**src/rtl/rf_wb_arbiter.sv**
```systemverilog
// rtl/rf_wb_arbiter.sv - register-file writeback arbiter with zeroing sweep and stall counter
module rf_wb_arbiter #(
  parameter int XLEN = 32,
  parameter int AW   = 5
) (
  input  logic            clk,
  input  logic            rst,
  input  logic            init_req,
  output logic            init_busy,
  input  logic            a_valid,
  input  logic [AW-1:0]   a_addr,
  input  logic [XLEN-1:0] a_data,
  output logic            a_ready,
  input  logic            b_valid,
  input  logic [AW-1:0]   b_addr,
  input  logic [XLEN-1:0] b_data,
  output logic            b_ready,
  output logic            we2,
  output logic [AW-1:0]   wa3,
  output logic [XLEN-1:0] wd3,
  output logic [15:0]     stall_cnt
);

  typedef enum logic {INIT, RUN} state_t;

  localparam logic [AW-1:0] IDX_FIRST = AW'(1);
  localparam logic [AW-1:0] IDX_LAST  = '1;

  state_t        state, state_nxt;
  logic [AW-1:0] idx, idx_nxt;
  logic          last_grant;   // 1 = B was granted last, so A wins the next tie
  logic          grant_a, grant_b, xfer;
  logic [AW-1:0]   sel_addr;
  logic [XLEN-1:0] sel_data;
  logic          blocked;

  // Round-robin grant; nothing is granted while the sweep owns the write port
  always_comb begin
    grant_a = 1'b0;
    grant_b = 1'b0;
    if (state == RUN) begin
      if (a_valid && b_valid) begin
        if (last_grant) grant_a = 1'b1;
        else            grant_b = 1'b1;
      end else if (a_valid) begin
        grant_a = 1'b1;
      end else if (b_valid) begin
        grant_b = 1'b1;
      end
    end
  end

  assign a_ready   = grant_a;
  assign b_ready   = grant_b;
  assign xfer      = grant_a | grant_b;
  assign sel_addr  = grant_b ? b_addr : a_addr;
  assign sel_data  = grant_b ? b_data : a_data;
  assign init_busy = (state == INIT);
  assign blocked   = (state == RUN) && ((a_valid && !grant_a) || (b_valid && !grant_b));

  // Next-state logic: sweep 1..last then run; init_req only honoured in RUN
  always_comb begin
    state_nxt = state;
    idx_nxt   = idx;
    case (state)
      INIT: begin
        if (idx == IDX_LAST) begin
          state_nxt = RUN;
          idx_nxt   = IDX_FIRST;
        end else begin
          idx_nxt = idx + AW'(1);
        end
      end
      RUN: begin
        if (init_req) begin
          state_nxt = INIT;
          idx_nxt   = IDX_FIRST;
        end
      end
      default: begin
        state_nxt = INIT;
        idx_nxt   = IDX_FIRST;
      end
    endcase
  end

  // State and sweep index registers
  always_ff @(posedge clk or posedge rst) begin
    if (rst) begin
      state <= INIT;
      idx   <= IDX_FIRST;
    end else begin
      state <= state_nxt;
      idx   <= idx_nxt;
    end
  end

  // Round-robin memory: flips on every accepted transfer, including address 0
  always_ff @(posedge clk or posedge rst) begin
    if (rst) begin
      last_grant <= 1'b1;
    end else if (xfer) begin
      last_grant <= grant_b;
    end
  end

  // Registered write port: sweep zeroes, granted writes land one cycle later, x0 is dropped
  always_ff @(posedge clk or posedge rst) begin
    if (rst) begin
      we2 <= 1'b0;
      wa3 <= '0;
      wd3 <= '0;
    end else if (state == INIT) begin
      we2 <= 1'b1;
      wa3 <= idx;
      wd3 <= '0;
    end else if (xfer && (sel_addr != '0)) begin
      we2 <= 1'b1;
      wa3 <= sel_addr;
      wd3 <= sel_data;
    end else begin
      we2 <= 1'b0;
    end
  end

  // Saturating count of RUN cycles in which any requester waited
  always_ff @(posedge clk or posedge rst) begin
    if (rst) begin
      stall_cnt <= '0;
    end else if (blocked && (stall_cnt != 16'hFFFF)) begin
      stall_cnt <= stall_cnt + 16'd1;
    end
  end

endmodule

```
**config.mk**
```make
export PLATFORM = sky130hd
export DESIGN_NAME = rf_wb_arbiter
export DESIGN_NICKNAME = d
export VERILOG_FILES = /design/src/rtl/rf_wb_arbiter.sv
export SDC_FILE = /design/constraint.sdc
export NUM_CORES = 1
export LEC_CHECK = 0
export ABC_AREA = 1
export BUFFER_PORTS_ARGS = -buffer_cell sky130_fd_sc_hd__buf_2
export CAP_MARGIN = 20
export CORE_MARGIN = 2
export CORE_UTILIZATION = 30
export DETAILED_ROUTE_END_ITERATION = 10
export GPL_TIMING_DRIVEN = 0
export PLACE_DENSITY = 0.56
export SLEW_MARGIN = 0
export SYNTH_ARGS = -nofsm -noshare
export SYNTH_HDL_FRONTEND = slang
export SYNTH_SLANG_ARGS = --single-unit
export TNS_END_PERCENT = 30
```
**constraint.sdc**
```tcl
create_clock -name clk -period 1.7 [get_ports clk]
set_input_delay 0.17 -clock clk [delete_from_list [all_inputs] [get_ports clk]]
set_output_delay 0.17 -clock clk [all_outputs]
set_load 0.005 [all_outputs]
```
==> results of run 1 <==
-- path summary, 6_finish.rpt --
path | end | slack [ns] | depth (start not counted)
worst min-delay path | state | 0.07 | 2
max in group asynchronous | last_grant | 0.58 | 4
min in group asynchronous | wd3[15] | 0.45 | 3
worst max-delay path | wd3[21] | -0.16 | 11
worst max register to register | wd3[21] | -0.16 | 11
worst min register to register | wd3[31] | 0.50 | 2
-- stage by stage --
step	setup WS (ns)	setup TNS (ns)	utilization (%)
floorplan	0.0153	0	-
global placement	-0.867	-66.50	38.5
detailed placement	-0.403	-15.83	38.6
CTS	-0.116	-3.24	43.1
global route	-0.221	-7.26	45.4
finish	-0.161	-4.50	45.4
-- area by class of cell --
class	count	area [sq um]	share of cell area, %
flip-flops and latches	61	1530	29.4
inverters	36	135	2.59
multi-input cells	345	1910	36.6
clock buffers	13	270	5.19
well taps	143	179	3.43
plain buffers	25	229	4.39
clock inverters	3	42.5	0.817
repair buffers	155	916	17.6
-- metal layers --
| metal | track usage [%] | share of wire [%] | vias up |
|---|---|---|---|
| met4 | 4.39 | 0.94 | 2 |
| met2 | 29.1 | 48 | 118 |
| met5 | 0 | 0.12 | - |
| met3 | 4.82 | 7.1 | 12 |
| li1 | - | - | 1822 |
| met1 | 22.0 | 44 | 1639 |
-- critical path: stages (launching register included) --
cell and delay (ns):
dfstp_2 0.55, nand2_4 0.06, nand2_4 0.08, buf_8 0.14, nand2_4 0.06, nand2_4 0.07, nand3_4 0.10, or2_4 0.27
buf_12 0.15, clkbuf_16 0.16, nand3_2 0.05, nand2_1 0.06
-- power by group through the flow --
stage / sequential, uW / combinational (uW) / clock [uW]
6_report: 2090 / 2080 / 1900
2_1_floorplan: 2070 / 1070 / 0
5_1_grt: 2140 / 2350 / 2010
3_5_place_dp: 2090 / 1760 / 0
4_1_cts: 2070 / 1940 / 1950
3_3_place_gp: 2070 / 1720 / 0
-- state kept, by name, summed over array words and instances, names as in the netlist --
| register | cells |
|---|---|
| we2 | 1 |
| stall_cnt | 16 |
| state | 1 |
| wa3 | 5 |
| idx | 5 |
| wd3 | 32 |
| last_grant | 1 |
-- layout by cell type, fill, tap and decap left out, types with 4 or more instances in the layout --
master	instances
inv_1	30
nand2_1	179
buf_12	5
dfrtp_1	56
nand3_2	29
nor2_1	11
nand2_2	5
xor2_1	10
nor3_1	5
nand2_4	12
buf_4	12
clkbuf_16	13
buf_6	5
buf_2	140
o21ai_1	4
o21ai_0	13
inv_2	5
nand3_1	48
clkbuf_1	9
-- logic make-up (layout without fill, tap and decap cells) --
family	Yosys count	in the layout	synth area share, %
AOI/OAI and AO/OA	27	27	4.19
DFF	61	61	43.1
adders and majority gates	3	3	1.06
and+or+nand+nor	302	302	40.2
xor gates and xnor gates	13	13	3.21
buffers and inverters	61	232	8.25
-- what timing repair did --
action | CTS | global route
endpoints found under the setup margin | 51 | 51
pin swaps | 5 | 32
gates resized for setup | 34 | 39
setup buffers | 8 | 4
hold endpoints to repair | 23 | 0
hold buffers | 1 | 0
gates cloned | 2 | 4
==> results.cfg, run 1 <==
[clock_tree]
clockBufferDepth = 2
clk_pin_slew_ns = 0.05
cts_root_buffer = clkbuf_16
cts_max_level = 3
cts_buffers = 9
clkSinkCount = 61
cts_tree = built
clk-insertion-delay-late_ns = 0.32

[min_path]
min_from = init_req
min_path_type = primary input to flip-flop

[timing]
hold_ws_ns = 0.0746
max_clock_freq_mhz = 537
setup_violations = 37
relSlewSlack_pct = 62.7
grt_setup_unrepaired = yes
fin_worst_skew_ns = 0.00626
period_needed_ns = 1.86
worst_pin_slew_ns = 0.559
slew_viol_final = 0
fin_ws_ns = -0.161
min_period_over_period_pct = 109
hold_viol_final = 0

[routing]
wl_microns = 11100
drc = 0
avgRoutedWirePerCell_microns = 14.2
ant_nets = 0
firstDrtPassIters = 5
detail_route.iter0.violations = 145
viasPerCell = 4.60
via_count = 3593

[cells_and_area]
layout.nets = 715
final_cell_count_no_fill = 781
syn2layout_area_growth_pct = 46.7
n_antenna_cell = 0
fin_area_sq_um = 5210
num-fill-cells = 1169
drive_gt1_share_pct = 40.0

[floorplan]
start_util_pct = 31.0
fp.dieH_microns = 113
die_area_sq_um = 12700
core_area_sq_um = 11500
ioPinCount = 136
die_w_microns = 113
num_rows = 39

[power]
power.internal_uw = 3970
cellLeakagePower_uw = 0.00290
ir_worst_vdd_v = 0.000480
power_frac_comb_pct = 34.2
clkPwrFrac_pct = 31.3
power_density_nw_per_um2 = 1170
swShare_pct = 34.6
power_uw = 6070
pwr-share-seq_pct = 34.5
p_switching_uw = 2100

[synthesis]
ys.flop_type = dfrtp_1
synth_edf_count = 0
syn_inst = 467
ys_seq_elements = 61
ys_warn_count = 0
synth.distinct_cells = 32
synth_area_sq_um = 3550
yosysMostFrequentCell = nand2_1
avgSynthCellArea_sq_um = 7.60
synth-async-reset-ratio_pct = 100
yosysTopAreaCell = dfrtp_1
synth_common_cells = nand2_1 (194), dfrtp_1 (59), nand3_1 (49)
ys_seq_area_share_pct = 43.1
synthDominantCellAreaShare_pct = 41.6
synth.net_count = 549
synth.area.top_cells = dfrtp_1 (42%), nand2_1 (21%), nand3_2 (8.5%)

[global_route]
grt_pass1_wl_microns = 17700
antenna_found_initial = 1
grt.total_usage_pct = 17.3
grt_pass1_vias = 3668
grt-ovfl-total = 0
grt_max_degree = 39

[critical_path]
crit_arrival_ns = 2.07
critical_path_class = flip-flop to flip-flop
cp-end-kind = flip-flop
crit-reg2reg-launch = last_grant
start_kind = flip-flop
cp.required_ns = 1.90
crit_start = last_grant
crit_fanout = 8

[flow_run]
maxCapViolCount = 0

[placed_design]
post-dp-hpwl_microns = 7950
gp_congestion = 0.899
placed_cells = 746
port_buffers = 135
placed_cell_area_sq_um = 4430

[run_status]
status = complete, but fails checks
failed_checks = negative setup slack
(Power assumes the default switching activity.)
==> run 2: changes to the inputs <==
--- a/config.mk
+++ b/config.mk
@@ -6,8 +6,8 @@
 export NUM_CORES = 1
 export LEC_CHECK = 0
 export ABC_AREA = 1
-export BUFFER_PORTS_ARGS = -buffer_cell sky130_fd_sc_hd__buf_2
-export CAP_MARGIN = 20
+export BUFFER_PORTS_ARGS = -buffer_cell sky130_fd_sc_hd__clkbuf_2
+export CAP_MARGIN = 40
 export CORE_MARGIN = 2
 export CORE_UTILIZATION = 30
 export DETAILED_ROUTE_END_ITERATION = 10
==> results.cfg, run 2 (same netlist as run 1, synthesis figures left out) <==
[run_status]
status = complete, but fails checks
failed_checks = negative setup slack

[critical_path]
start_kind = flip-flop
cp.required_ns = 1.92
crit_slowest_cell = dfrtp_2
critical_path_class = flip-flop to flip-flop
crit_fanout = 8
reg2reg_slack_ns = -0.13
crit_start = state
crit-reg2reg-launch = state
r2r-end = wd3[22]
crit_arrival_ns = 2.05
critical-path-max-stage-delay_ns = 0.45
worstPathCellList = nand2_4 > inv_4 > nand2_4 > buf_8 > nand2_2 > nand2_2 > nand3_2 > or2_1 > buf_8 > clkbuf_16 > nand3_2 > nand2_1
rr_worst_depth = 12
cp-end-kind = flip-flop

[timing]
hold_viol_final = 0
fin_tns_setup_ns = -3.28
fin_worst_skew_ns = 0.00679
setup_violations = 34
min_period_over_period_pct = 107
relSlewSlack_pct = 52.0
period_needed_ns = 1.83
worst_pin_slew_ns = 0.718
grt_setup_unrepaired = yes
slew_viol_final = 0
fin_ws_ns = -0.127
max_clock_freq_mhz = 547

[power]
power.internal_uw = 3810
cellLeakagePower_uw = 0.00285
power_uw = 5960
p_switching_uw = 2150
swShare_pct = 36.0
clkPwrFrac_pct = 31.1
power_density_nw_per_um2 = 1160
ir_worst_vdd_v = 0.000472
power_frac_comb_pct = 33.8
pwr-share-seq_pct = 35.1

[min_path]
min_from = init_req
whs_path_depth = 2
min_path_type = primary input to flip-flop
hold_end = state

[global_route]
grt-ovfl-total = 0
grt.total_usage_pct = 17.1
grt_max_degree = 32
grt_pass1_wl_microns = 17600
antenna_found_initial = 0
grt_pass1_vias = 3574

[placed_design]
gp_congestion = 0.897
port_buffers = 135
post-dp-hpwl_microns = 7900
dp_slack_ns = -0.483

[routing]
detail_route.iter0.violations = 173
avgRoutedWirePerCell_microns = 14.0
ant_nets = 0
drc = 0
firstDrtPassIters = 4
viasPerCell = 4.62
via_count = 3623
wl_microns = 11000

[cells_and_area]
n_antenna_cell = 0
reg_top3 = wd3 x32, stall_cnt x16
syn2layout_area_growth_pct = 45.0
top_register = wd3
num-fill-cells = 1159
largest_reg_flops = 32
multi_input_area_sq_um = 1850
seq_area_sq_um = 1530
layout.nets = 718
final_cell_mix = nand2_1 (180), clkbuf_2 (136), dfrtp_1 (55)
drive_gt1_share_pct = 40.6
final_common_cell = nand2_1

[clock_tree]
clk-insertion-delay-late_ns = 0.33
cts_root_buffer = clkbuf_16
clk_pin_slew_ns = 0.06
cts_buffers = 9
cts_max_level = 3
clkSinkCount = 61
clockBufferDepth = 2
cts_tree = built

[floorplan]
num_rows = 39
start_util_pct = 31.0
core_area_sq_um = 11500
ioPinCount = 136
die_w_microns = 113
fp.dieH_microns = 113
die_area_sq_um = 12700

[flow_run]
maxCapViolCount = 0
[run 2: cell count changes in the layout (fill, tap and decap cells not counted), sizes merged]
cell / delta
buf: -130
clkinvlp: +2
clkbuf: +129
clkinv: +1
inv: +1
[run 2: worst max path at each step]
| stage | depth (start not counted) | end | slack [ns] |
|---|---|---|---|
| floorplan | 1 | idx[1] | 0.02 |
| global placement | 2 | wd3[18] | -0.85 |
| detailed placement | 11 | wd3[18] | -0.48 |
| CTS | 11 | wa3[0] | -0.09 |
| global route | 12 | wd3[24] | -0.18 |
| finish | 12 | wd3[22] | -0.13 |
[run 2: per-stage QoR]
stage                     cells  instance area [sq um]  utilization [%]  hold slack [ns]
final                       784                   5150             44.9           0.0632
after global placement      745                   4410             38.5            0.410
after global routing        784                   5150             44.9           0.0687
after CTS                   781                   4980             43.4           0.0730
after floorplan             467                   3560                -            0.261
after detailed placement    746                   4430             38.6            0.325
[run 2: repair_timing]
action,4_1_cts,5_1_grt
buffers inserted,18,1
hold buffers,1,0
gates resized for setup,33,29
gates cloned,0,4
setup endpoints to repair,51,53
hold endpoints to repair,30,0
pin swaps,9,28
[run 2: layer usage]
| layer | up-vias | GRT usage (%) | wire length, microns |
|---|---|---|---|
| met3 | 14 | 3.91 | 747 |
| met2 | 127 | 28.2 | 5240 |
| met4 | 0 | 4.88 | 164 |
| met1 | 1649 | 22.5 | 4810 |
| met5 | - | 0 | 0 |
| li1 | 1833 | - | - |
[run 2: power by group through the flow]
stage	sequential, uW	clock [uW]	combinational (uW)
2_1_floorplan	2070	0	1070
3_3_place_gp	2080	0	1720
3_5_place_dp	2090	0	1770
4_1_cts	2070	1920	1960
5_1_grt	2130	1970	2280
6_report	2090	1860	2010
[run 2: final cells by class]
type                       count  share of cell area [%]
multi-input combinational    345                    36.0
clock inverter                 7                    1.46
buffer                        23                    4.20
timing repair buffer         160                    18.0
tap                          143                    3.48
sequential                    61                    29.8
clock buffer                   9                    4.37
inverter                      36                    2.67
[run 2: worst max-delay path: cells and delay by family (launching register included)]
kind,cells,cell delay (ns)
flip-flops,1,0.45
buffers and inverters,4,0.50
AND/OR/NAND/NOR,8,0.75
==> run 3: changes to the inputs <==
--- a/config.mk
+++ b/config.mk
@@ -5,14 +5,13 @@
 export SDC_FILE = /design/constraint.sdc
 export NUM_CORES = 1
 export LEC_CHECK = 0
-export ABC_AREA = 1
 export BUFFER_PORTS_ARGS = -buffer_cell sky130_fd_sc_hd__clkbuf_2
 export CAP_MARGIN = 40
 export CORE_MARGIN = 2
 export CORE_UTILIZATION = 30
 export DETAILED_ROUTE_END_ITERATION = 10
 export GPL_TIMING_DRIVEN = 0
-export PLACE_DENSITY = 0.56
+export PLACE_DENSITY = 0.58
 export SLEW_MARGIN = 0
 export SYNTH_ARGS = -nofsm -noshare
 export SYNTH_HDL_FRONTEND = slang
==> results.cfg, run 3 <==
[run_status]
status = complete, but fails checks
failed_checks = negative setup slack

[critical_path]
cp-end-kind = primary output
cp.required_ns = 1.53
crit_fanout = 5
crit-reg2reg-launch = last_grant
start_kind = flip-flop
critical_path_class = flip-flop to primary output
crit_arrival_ns = 1.54
crit_start = last_grant

[synthesis]
synth.net_count = 384
synth_common_cells = dfrtp_1 (59), nand2_1 (43), nor2_1 (28)
ys_seq_elements = 61
yosysMostFrequentCell = dfrtp_1
avgSynthCellArea_sq_um = 9.77
syn_inst = 302
synth.distinct_cells = 44
ys_seq_area_share_pct = 51.8
synth-async-reset-ratio_pct = 100
synthDominantCellAreaShare_pct = 50.0
ys_warn_count = 0
yosysTopAreaCell = dfrtp_1
synth_area_sq_um = 2950
synth.area.top_cells = dfrtp_1 (50%), nand2_1 (5.5%), a311oi_1 (4.5%)
ys.flop_type = dfrtp_1
synth_edf_count = 0

[flow_run]
maxCapViolCount = 0

[cells_and_area]
layout.nets = 545
drive_gt1_share_pct = 47.6
n_antenna_cell = 0
top_register = wd3
fin_area_sq_um = 4340
syn2layout_area_growth_pct = 47.1
final_cell_mix = clkbuf_2 (136), dfrtp_1 (58), nand2_1 (42)
final_common_cell = clkbuf_2
largest_reg_flops = 32
reg_top3 = wd3 x32, stall_cnt x16

[clock_tree]
cts_max_level = 3
cts_root_buffer = clkbuf_8
cts_tree = built
cts_buffers = 9
clockBufferDepth = 2
clk_pin_slew_ns = 0.06
clkSinkCount = 61
clk-insertion-delay-late_ns = 0.33

[timing]
worst_pin_slew_ns = 0.758
max_clock_freq_mhz = 585
slew_viol_final = 0
period_needed_ns = 1.71
setup_violations = 3
fin_worst_skew_ns = 0.00681
hold_viol_final = 0
hold_ws_ns = 0.0497
min_period_over_period_pct = 100
fin_ws_ns = -0.00807
relSlewSlack_pct = 49.4
grt_setup_unrepaired = yes

[power]
power_density_nw_per_um2 = 1310
cellLeakagePower_uw = 0.00210
ir_worst_vdd_v = 0.000417

[global_route]
grt_max_degree = 33
grt.total_usage_pct = 15.7
grt-ovfl-total = 0
grt_pass1_vias = 2686
antenna_found_initial = 0
grt_pass1_wl_microns = 12800

[routing]
viasPerCell = 4.80
wl_microns = 8600
drc = 0
firstDrtPassIters = 4
detail_route.iter0.violations = 108
via_count = 2874
ant_nets = 0
avgRoutedWirePerCell_microns = 14.3

[placed_design]
port_buffers = 135
post-dp-hpwl_microns = 6240
dp_slack_ns = -0.334
placed_cell_area_sq_um = 3810
gp_congestion = 0.795

[floorplan]
num_rows = 36
ioPinCount = 136
fp.dieH_microns = 103
start_util_pct = 30.6
core_area_sq_um = 9640
die_area_sq_um = 10600
die_w_microns = 103

[min_path]
min_from = init_req
min_path_type = primary input to flip-flop
run 3: what timing repair did:
item,in CTS,in global routing
resized for setup,28,42
hold endpoints to repair,29,0
endpoints found under the setup margin,46,49
buffers inserted,5,7
hold buffers,1,0
cloned,0,1
pin swaps,1,23
run 3: through the flow:
stage          cells  power, uW  TNS (ns)  utilization, %
3_3_place_gp     570       4020    -55.18            39.4
2_1_floorplan    302       3270         0               -
4_1_cts          591       5400    -0.380            42.7
5_1_grt          599       6140     -1.34            45.0
3_5_place_dp     571       4060     -7.05            39.6
6_report         599       5710   -0.0228            45.0
run 3: cell families (layout without fill, tap and decap cells):
kind of cell	after synthesis	after routing	synth area share, %
and+or+nand+nor	107	107	17.0
adders and majority gates	3	3	1.27
DFF	61	61	51.8
buffers and inverters	39	203	5.51
muxes	6	6	2.12
AOI/OAI and AO/OA	74	74	18.7
xor gates and xnor gates	12	12	3.56
run 3: layout make-up:
class                      count  area [sq um]
multi-input combinational    202          1430
inverter                      25          98.8
timing repair buffer         150           815
fill                         968          5300
clock buffer                  12           155
tap                          133           166
buffer                        14           134
sequential                    61          1530
clock inverter                 2          10.0
run 3: power breakdown:
group | internal [uW] | switching [uW] | leakage [uW] | total [uW]
Sequential | 1810 | 247 | 0.000812 | 2060
Combinational | 1150 | 1350 | 0.00120 | 2510
Clock | 589 | 553 | 0.0000881 | 1140
run 3: critical path: stages (launching register included):
cell and delay [ns]:
dfstp_2 0.55, nand2_4 0.06, nand3_4 0.09, clkinv_4 0.08, buf_8 0.12, buf_8 0.11, nor2_2 0.06, buf_2 0.12
run 3: worst paths after layout:
check,slack [ns],end,depth (start not counted)
worst max-delay path,-0.008,a_ready,7
worst min-delay path,0.05,state,2
worst max register to register,-0.008,wa3[4],8
worst min register to register,0.51,idx[0],1
max in group asynchronous,0.57,last_grant,4
min in group asynchronous,0.45,stall_cnt[13],3
run 3: metal layers:
metal	vias to the layer above	part of all wire (%)	GRT usage [%]
met5	-	0	0
met4	0	2.0	6.78
met3	11	5.5	3.43
met2	83	48	25.2
met1	1379	44	20.4
li1	1401	-	-
